## config.mk

```make
export PLATFORM = sky130hd
export DESIGN_NAME = kbd_entry_sequencer
export DESIGN_NICKNAME = d
export VERILOG_FILES = /design/src/rtl/kbd_entry_sequencer.sv
export SDC_FILE = /design/constraint.sdc
export NUM_CORES = 1
export LEC_CHECK = 0
export BUFFER_PORTS_ARGS = -buffer_cell sky130_fd_sc_hd__buf_2
export CAP_MARGIN = 5
export CORE_AREA = 5 5 96 76
export DETAILED_ROUTE_END_ITERATION = 12
export DIE_AREA = 0 0 101 81
export REMOVE_ABC_BUFFERS = 1
export SYNTH_ARGS = -nofsm -noshare
export SYNTH_HDL_FRONTEND = slang
export SYNTH_SLANG_ARGS = --single-unit
```

## constraint.sdc

```tcl
create_clock -name clk -period 4.7 [get_ports clk]
set_input_delay 0.94 -clock clk [delete_from_list [all_inputs] [get_ports clk]]
set_output_delay 0.94 -clock clk [all_outputs]
set_load 0.02 [all_outputs]
```

## src/rtl/kbd_entry_sequencer.sv

```systemverilog
// kbd_entry_sequencer
// Turns PS/2 set-2 scancodes into a committed two-digit temperature (0..99),
// a manual smoke toggle, and error pulses for rejected keys or an abandoned
// partial entry. Release codes (F0 xx) and the extended prefix are swallowed.
module kbd_entry_sequencer #(
    parameter int TIMEOUT_CYC = 50_000_000
) (
    input  logic       clk,
    input  logic       reset,
    input  logic       rx_done_tick,
    input  logic [7:0] rx_data,
    output logic       rx_en,
    output logic [6:0] temp,
    output logic       temp_valid,
    output logic       smoke,
    output logic       err,
    output logic [1:0] digit_cnt
);

    localparam int CNT_W = (TIMEOUT_CYC > 1) ? $clog2(TIMEOUT_CYC) : 1;
    localparam logic [CNT_W-1:0] CNT_LAST = CNT_W'(TIMEOUT_CYC - 1);

    typedef enum logic [1:0] {
        IDLE   = 2'd0,
        ONE    = 2'd1,
        TWO    = 2'd2,
        COMMIT = 2'd3
    } state_t;

    typedef enum logic [2:0] {
        K_DIGIT,
        K_ENTER,
        K_BKSP,
        K_H,
        K_BRK,
        K_EXT,
        K_OTHER
    } key_t;

    state_t           state_q, state_d;
    logic             brk_q, brk_d;
    logic [3:0]       d_hi_q, d_hi_d;
    logic [3:0]       d_lo_q, d_lo_d;
    logic [CNT_W-1:0] cnt_q, cnt_d;
    logic [6:0]       temp_q, temp_d;
    logic             temp_valid_q, temp_valid_d;
    logic             smoke_q, smoke_d;
    logic             err_q, err_d;
    logic             rx_en_q, rx_en_d;

    key_t             key;
    logic [3:0]       key_digit;
    logic             accept;
    logic             timeout_hit;
    logic [6:0]       two_digit_val;

    // Classify the incoming scancode into a key kind plus its digit value.
    always_comb begin
        key       = K_OTHER;
        key_digit = 4'd0;
        unique case (rx_data)
            8'h45: begin key = K_DIGIT; key_digit = 4'd0; end
            8'h16: begin key = K_DIGIT; key_digit = 4'd1; end
            8'h1E: begin key = K_DIGIT; key_digit = 4'd2; end
            8'h26: begin key = K_DIGIT; key_digit = 4'd3; end
            8'h25: begin key = K_DIGIT; key_digit = 4'd4; end
            8'h2E: begin key = K_DIGIT; key_digit = 4'd5; end
            8'h36: begin key = K_DIGIT; key_digit = 4'd6; end
            8'h3D: begin key = K_DIGIT; key_digit = 4'd7; end
            8'h3E: begin key = K_DIGIT; key_digit = 4'd8; end
            8'h46: begin key = K_DIGIT; key_digit = 4'd9; end
            8'h5A: key = K_ENTER;
            8'h66: key = K_BKSP;
            8'h33: key = K_H;
            8'hF0: key = K_BRK;
            8'hE0: key = K_EXT;
            default: key = K_OTHER;
        endcase
    end

    // Bytes offered during the commit cycle are dropped; the counter expiry
    // only matters when no byte is being taken in the same cycle.
    assign accept        = rx_done_tick && (state_q != COMMIT);
    assign timeout_hit   = (cnt_q == CNT_LAST);
    // d_hi*10 + d_lo as shifts; the largest result (99) fits in 7 bits.
    assign two_digit_val = ({3'b000, d_hi_q} << 3) + ({3'b000, d_hi_q} << 1)
                         + {3'b000, d_lo_q};

    // Next-state and next-output logic for the entry sequencer.
    always_comb begin
        // NOTE: every signal gets a default here so no path infers a latch.
        state_d      = state_q;
        brk_d        = brk_q;
        d_hi_d       = d_hi_q;
        d_lo_d       = d_lo_q;
        cnt_d        = cnt_q;
        temp_d       = temp_q;
        temp_valid_d = 1'b0;
        smoke_d      = smoke_q;
        err_d        = 1'b0;

        if (state_q == COMMIT) begin
            state_d = IDLE;
            d_hi_d  = 4'd0;
            d_lo_d  = 4'd0;
            cnt_d   = '0;
        end else if (accept) begin
            cnt_d = '0;
            if (brk_q) begin
                // Second byte of a release sequence: consumed, no effect.
                brk_d = 1'b0;
            end else begin
                case (key)
                    K_DIGIT: begin
                        case (state_q)
                            IDLE:    begin d_hi_d = key_digit; state_d = ONE; end
                            ONE:     begin d_lo_d = key_digit; state_d = TWO; end
                            default: err_d = 1'b1;
                        endcase
                    end
                    K_ENTER: begin
                        case (state_q)
                            ONE: begin
                                temp_d       = {3'b000, d_hi_q};
                                temp_valid_d = 1'b1;
                                state_d      = COMMIT;
                            end
                            TWO: begin
                                temp_d       = two_digit_val;
                                temp_valid_d = 1'b1;
                                state_d      = COMMIT;
                            end
                            default: err_d = 1'b1;
                        endcase
                    end
                    K_BKSP: begin
                        case (state_q)
                            TWO:     begin d_lo_d = 4'd0; state_d = ONE;  end
                            ONE:     begin d_hi_d = 4'd0; state_d = IDLE; end
                            default: ;
                        endcase
                    end
                    K_H:     smoke_d = ~smoke_q;
                    K_BRK:   brk_d   = 1'b1;
                    default: ;
                endcase
            end
        end else if (state_q == IDLE) begin
            cnt_d = '0;
        end else if (timeout_hit) begin
            state_d = IDLE;
            d_hi_d  = 4'd0;
            d_lo_d  = 4'd0;
            cnt_d   = '0;
            err_d   = 1'b1;
        end else begin
            cnt_d = cnt_q + CNT_W'(1);
        end

        rx_en_d = (state_d != COMMIT);
    end

    // State and output registers with synchronous reset.
    always_ff @(posedge clk) begin
        // NOTE: non-blocking assignments so every flop samples pre-edge values.
        if (reset) begin
            state_q      <= IDLE;
            brk_q        <= 1'b0;
            d_hi_q       <= 4'd0;
            d_lo_q       <= 4'd0;
            cnt_q        <= '0;
            temp_q       <= 7'd0;
            temp_valid_q <= 1'b0;
            smoke_q      <= 1'b0;
            err_q        <= 1'b0;
            rx_en_q      <= 1'b0;
        end else begin
            state_q      <= state_d;
            brk_q        <= brk_d;
            d_hi_q       <= d_hi_d;
            d_lo_q       <= d_lo_d;
            cnt_q        <= cnt_d;
            temp_q       <= temp_d;
            temp_valid_q <= temp_valid_d;
            smoke_q      <= smoke_d;
            err_q        <= err_d;
            rx_en_q      <= rx_en_d;
        end
    end

    // Digit count for the display, derived straight from the registered state.
    always_comb begin
        case (state_q)
            ONE:     digit_cnt = 2'd1;
            TWO:     digit_cnt = 2'd2;
            default: digit_cnt = 2'd0;
        endcase
    end

    assign rx_en      = rx_en_q;
    assign temp       = temp_q;
    assign temp_valid = temp_valid_q;
    assign smoke      = smoke_q;
    assign err        = err_q;

endmodule

```

==> results of run 1 <==
## cells by family (layout without fill, tap and decap cells)
family / count (synthesis) / count (layout)
XOR/XNOR: 30 / 30
AND/OR/NAND/NOR: 151 / 151
flip-flops: 48 / 48
AO/OA/AOI/OAI: 36 / 36
buffers and inverters: 19 / 39
adder cells (fa/ha/maj): 15 / 15
multiplexers: 15 / 15
## sequential cells by signal, summed over array words and instances (netlist names), 2 cells and up
name	flops
state_q	2
cnt_q	26
d_hi_q	4
temp	7
d_lo_q	4
## per-stage QoR
stage / hold WS [ns] / std cells / setup WS (ns) / utilization, % / power (mW)
2_1_floorplan: 0.434 / 303 / 2.00 / - / 0.445
3_3_place_gp: 0.439 / 407 / 1.77 / 46.7 / 0.463
3_5_place_dp: 0.443 / 407 / 1.70 / 46.7 / 0.463
4_1_cts: 0.456 / 415 / 2.01 / 48.9 / 0.817
5_1_grt: 0.481 / 415 / 1.85 / 48.9 / 0.844
6_report: 0.455 / 415 / 1.98 / 48.9 / 0.812
## metal layers
layer / GRT usage, % / share of wire, % / up-vias
met5: 0 / 0 / -
met1: 21.5 / 54 / 1004
met3: 3.18 / 4.8 / 7
li1: - / - / 1141
met4: 4.52 / 1.5 / 0
met2: 20.9 / 40 / 44
## cell usage in the layout, fill, tap and decap left out, types with 3 or more instances in the layout
cell      Yosys  final
dfxtp_1      48     48
nor2_1       46     46
nand2_1      29     29
buf_2         2     23
nand3_1      20     20
xor2_1       20     20
mux2i_1      14     14
ha_1         13     13
a21oi_1      11     11
xnor2_1      10     10
inv_1         8      8
nor3_1        6      6
o21ai_0       6      6
nand4_1       5      5
nand2b_1      5      5
nor2b_1       5      5
clkbuf_8      0      5
and3_2        4      4
a211oi_1      4      4
nor4b_1       3      3
## where the power goes
group | switching (mW) | internal, mW | total [mW]
Clock | 0.143 | 0.214 | 0.357
Combinational | 0.0284 | 0.0178 | 0.0462
Sequential | 0.000818 | 0.407 | 0.408
## area by class of cell
class | instances | area (um^2) | area share (%)
multi-input cells | 247 | 1670 | 55.4
flip-flops and latches | 48 | 961 | 31.9
repair buffers | 23 | 115 | 3.82
well taps | 81 | 101 | 3.36
clock buffers | 5 | 68.8 | 2.28
clock inverters | 3 | 68.8 | 2.28
inverters | 8 | 30.0 | 0.996
## critical path, cell delays in order
cell and delay [ns]:
buf_2 0.17, nor4b_1 0.45, o21ai_0 0.22, o221a_2 0.21
a32o_1 0.27, or3_1 0.49, mux2i_1 0.16
## how the worst min path moves through the flow
| stage | to | slack, ns | depth (start not counted) |
|---|---|---|---|
| after floorplan | d_lo_q[0]$_SDFFE_PP0P_ | 0.43 | 2 |
| after global placement | temp[4]$_SDFFE_PP0P_ | 0.44 | 2 |
| after detailed placement | temp[6]$_SDFFE_PP0P_ | 0.44 | 2 |
| after CTS | temp[6]$_SDFFE_PP0P_ | 0.46 | 2 |
| after global routing | temp[6]$_SDFFE_PP0P_ | 0.48 | 2 |
| final | temp[6]$_SDFFE_PP0P_ | 0.45 | 2 |
==> results.cfg, run 1 <==
[routing]
vias_per_cell = 5.29
drc = 0
avgRoutedWirePerCell_um = 13.4
drt_iter0_drc = 139
dr.pass1.iters = 4
vias = 2196
detail_route.wirelength_um = 5540
drtAntennaViolNets = 0

[finish]
syn2layout_area_growth_pct = 11.2
layout-drive-gt1-share_pct = 15.9
final_area_um2 = 3010
fillers = 571
final_nets = 359
diodes = 0

[min_path]
hp-class = reg -> reg
holdCritStartpoint = temp[6]$_SDFFE_PP0P_

[place]
place_congestion = 0.901
hpwlAfterDp_um = 4150
port_buffers = 23
dpl_cell_area_um2 = 2880

[clock_network]
ctsHoldBuffers = 0
cts-resized-gates = 0
htreeDepth = 2
cts_num_sinks = 48
clk_latency_ns = 0.30
cts_root_buffer = clkbuf_8
cts_setup_buffers = 0
clkTransAtPathRegs_ns = 0.09
clk_path_buf_depth = 2
cts_tree = done
cts_made_buffers = 5

[synthesis]
async_flop_share_pct = 0
synth_edf_count = 0
yosysTopAreaCell = dfxtp_1
muxShareOfSynthArea_pct = 5.58
synth-main-ff-cell = dfxtp_1
syn_area_per_cell_um2 = 8.63
yosys.area_share.xor_xnor_pct = 9.69
synth_simple_gate_area_share_pct = 29.9
synth-seq-cells = 48
synth-compound-area-share_pct = 8.91
yosys_warnings = 0
ys_top_cells_by_area = dfxtp_1 35%, xor2_1 6.5%, nor2_1 6.4%
netlist_area_um2 = 2710
synth_top_family_by_area = simple AND/OR/NAND/NOR gates
netlist_top_cells_count = 48 x dfxtp_1, 46 x nor2_1, 29 x nand2_1
ys_seq_area_share_pct = 35.4
synth_most_common_cell = dfxtp_1
syn_inst = 314
yosysTopAreaCellShare_pct = 35.4
ys_types = 60
synth_fa_ha_area_share_pct = 7.48

[sta]
period_needed_ns = 2.72
finalSetupTns_ns = 0
worstMarginPinSlew_ns = 0.841
max_slew_margin_pct = 43.9
period_share_pct = 57.9
rsz0062_at_grt = false
slew_violations = 0
hold_viol_final = 0
max_freq_mhz = 367
skew_ns = 0.00605
final-setup-viol-count = 0

[flow_run]
cap_violations = 0

[floorplan]
ios = 24
die_x_um = 101
dieArea_um2 = 8180
initial_core_util_pct = 44.0
core_area_um2 = 6160
die_h_um = 81
row_count = 25

[setup_path]
setup.worst_path.start = rx_data[3]
end_kind = register
r2r_cells = 7
cp.required_ns = 4.89
rr_startpoint = state_q[0]$_SDFF_PP0_
critical_path_arrival_ns = 2.91
cp-start-kind = input port
critPathCapture = d_hi_q[2]$_SDFFE_PP0P_
critPathKind = in -> reg
reg2reg_slack_ns = 2.11
crit_fanout = 12
r2r-end = d_hi_q[2]$_SDFFE_PP0P_

[global_route]
grt_pass1_vias = 2044
grt_use_total_pct = 14.5
grt_overflow = 0
antenna_found_initial = 0
grt_pass1_wl_um = 9660
grt_max_degree = 27

[power_and_ir_drop]
p_per_area_nw_per_um2 = 269
p_leak_nw = 1.14
vdd_ir_drop_max_v = 0.000137

[outcome]
run_status = finished, final reports clean
Power figures use the tool's default switching activity.
==> run 2: changes to the inputs <==
==> constraint.sdc (replaced) <==
create_clock -name clk -period 2.8 [get_ports clk]
set_input_delay 0.56 -clock clk [delete_from_list [all_inputs] [get_ports clk]]
set_output_delay 0.56 -clock clk [all_outputs]
set_load 0.02 [all_outputs]
==> run 2 against run 1 <==
  * Routed wire length grew 1.7%
  * First-iteration DRC count grew 39%
  * Critical path depth is the same
  * Power grew 60%
  * Combinational power grew 73%
  * Flip-flop and latch count is the same
  * Non-clock buffer count grew 4
  * Final cell count grew 0.96%
  * Clock power grew 50%
  * Cell area grew 0.46%
==> results.cfg, run 2 (synthesis gave the netlist of run 1 again) <==
[clock_network]
clk_path_buf_depth = 2
cts_tree = done
ctsHoldBuffers = 0
cts_made_buffers = 5
htreeDepth = 2
cts_root_buffer = clkbuf_8
clkTransAtPathRegs_ns = 0.10
clk_latency_ns = 0.31
cts_setup_buffers = 0
cts_num_sinks = 48
cts-resized-gates = 0

[finish]
largest_reg_flops = 26
layout-drive-gt1-share_pct = 16.9
diodes = 0
final_cell_mix = 48 x dfxtp_1, 46 x nor2_1, 29 x nand2_1
top_register = cnt_q
mostFrequentLayoutCell = dfxtp_1
fillers = 577
syn2layout_area_growth_pct = 11.7
final_nets = 363
final_area_um2 = 3030

[sta]
period_needed_ns = 2.60
hold_viol_final = 0
max_freq_mhz = 384
slew_violations = 0
final-setup-viol-count = 0
finalSetupTns_ns = 0
period_share_pct = 92.9
max_slew_margin_pct = 56.0
skew_ns = 0.00923
rsz0062_at_grt = false
setup_slack_ns = 0.198
worstMarginPinSlew_ns = 0.651

[power_and_ir_drop]
vdd_ir_drop_max_v = 0.000197
p_leak_nw = 1.16
p_total_mw = 1.30
p_per_area_nw_per_um2 = 429

[global_route]
grt_max_degree = 27
top_usage_layer = met1
grt_pass1_wl_um = 9830
met1_usage_pct = 22.0
antenna_found_initial = 0
grt_overflow = 0
grt_use_total_pct = 14.9
met3_usage_pct = 2.40
grt_pass1_vias = 2072
grt_util_met2_pct = 21.9

[setup_path]
reg2reg_slack_ns = 0.20
crit_chain = ha_1, and2b_2, nor2_1, or4b_4, a32o_1, or3_1, mux2i_1
rr_startpoint = state_q[0]$_SDFF_PP0_
crit_fanout = 7
r2r_cells = 7
r2r-end = d_hi_q[1]$_SDFFE_PP0P_
cpLargestDelayFamily = simple AND/OR/NAND/NOR gates
end_kind = register
critical_path_arrival_ns = 2.79
cp.required_ns = 2.99
path_buf_inv = 0
cp-start-kind = register
critical_path.slowest_cell = or4b_4
critPathKind = reg -> reg
slowest_delay_ns = 0.51

[floorplan]
ios = 24
row_count = 25
dieArea_um2 = 8180
die_h_um = 81
initial_core_util_pct = 44.0
core_area_um2 = 6160
die_x_um = 101

[routing]
vias_per_cell = 5.21
dr.pass1.iters = 4
detail_route.wirelength_um = 5640
drc = 0
vias = 2183
drt_iter0_drc = 193
avgRoutedWirePerCell_um = 13.5
drtAntennaViolNets = 0

[place]
hpwlAfterDp_um = 4270
place_congestion = 0.858
dpl_cell_area_um2 = 2910
pre_cts_slack_ns = 0.199
port_buffers = 23

[min_path]
hold-path-endpoint = temp[6]$_SDFFE_PP0P_
hold_path_depth = 2
hp-class = reg -> reg
holdCritStartpoint = temp[6]$_SDFFE_PP0P_

[outcome]
run_status = finished, final reports clean

[flow_run]
cap_violations = 0
==> run 2: changes by cell type in the layout (fill, tap and decap cells not counted) <==
cell       before  now
buf_4           0    4
bufinv_16       2    1
clkbuf_8        5    6
clkinv_4        0    1
inv_6           1    0
==> run 2: how the worst max path moves through the flow <==
stage                                      from                     end  slack [ns]  depth (start not counted)
after CTS                 state_q[0]$_SDFF_PP0_  d_hi_q[1]$_SDFFE_PP0P_        0.18                          7
after detailed placement  state_q[0]$_SDFF_PP0_  d_hi_q[1]$_SDFFE_PP0P_        0.20                          7
after global placement    state_q[0]$_SDFF_PP0_  d_hi_q[1]$_SDFFE_PP0P_        0.24                          7
after floorplan           state_q[0]$_SDFF_PP0_  d_hi_q[1]$_SDFFE_PP0P_        0.43                          7
final                     state_q[0]$_SDFF_PP0_  d_hi_q[1]$_SDFFE_PP0P_        0.20                          7
after global routing      state_q[0]$_SDFF_PP0_  d_hi_q[1]$_SDFFE_PP0P_        0.02                          7
==> run 2: tightest hold or removal path, delay by kind of cell (launching register included) <==
kind	cells	cell delay, ns
AO/OA/AOI/OAI	1	0.05
AND/OR/NAND/NOR	1	0.05
flip-flops	1	0.32
==> run 2: report_power, final <==
part	leakage [nW]	switching [mW]	total, mW	internal, mW
logic	0.708	0.0478	0.0799	0.0321
clock network	0.0614	0.243	0.536	0.292
registers	0.387	0.00132	0.685	0.683
total	1.16	0.292	1.30	1.01
==> run 2: layout make-up <==
class | instances | area, um^2 | area share [%]
clock inverter | 2 | 38.8 | 1.28
multi-input combinational | 247 | 1670 | 55.1
clock buffer | 6 | 82.6 | 2.73
sequential | 48 | 961 | 31.7
inverter | 8 | 30.0 | 0.992
timing repair buffer | 27 | 145 | 4.79
tap | 81 | 101 | 3.35
==> run 2: through the flow <==
stage               instances  hold WS [ns]  util [%]
floorplan                 303         0.434         -
detailed placement        411         0.447      47.2
global route              419         0.481      49.1
CTS                       419         0.459      49.1
finish                    419         0.457      49.1
global placement          411         0.438      47.2
==> run 2: layer usage <==
layer  vias to the layer above  share of wire (%)
met5                         -                  0
met4                         0                1.3
met3                         5                5.3
met2                        49                 40
met1                       985                 54
li1                       1144                  -
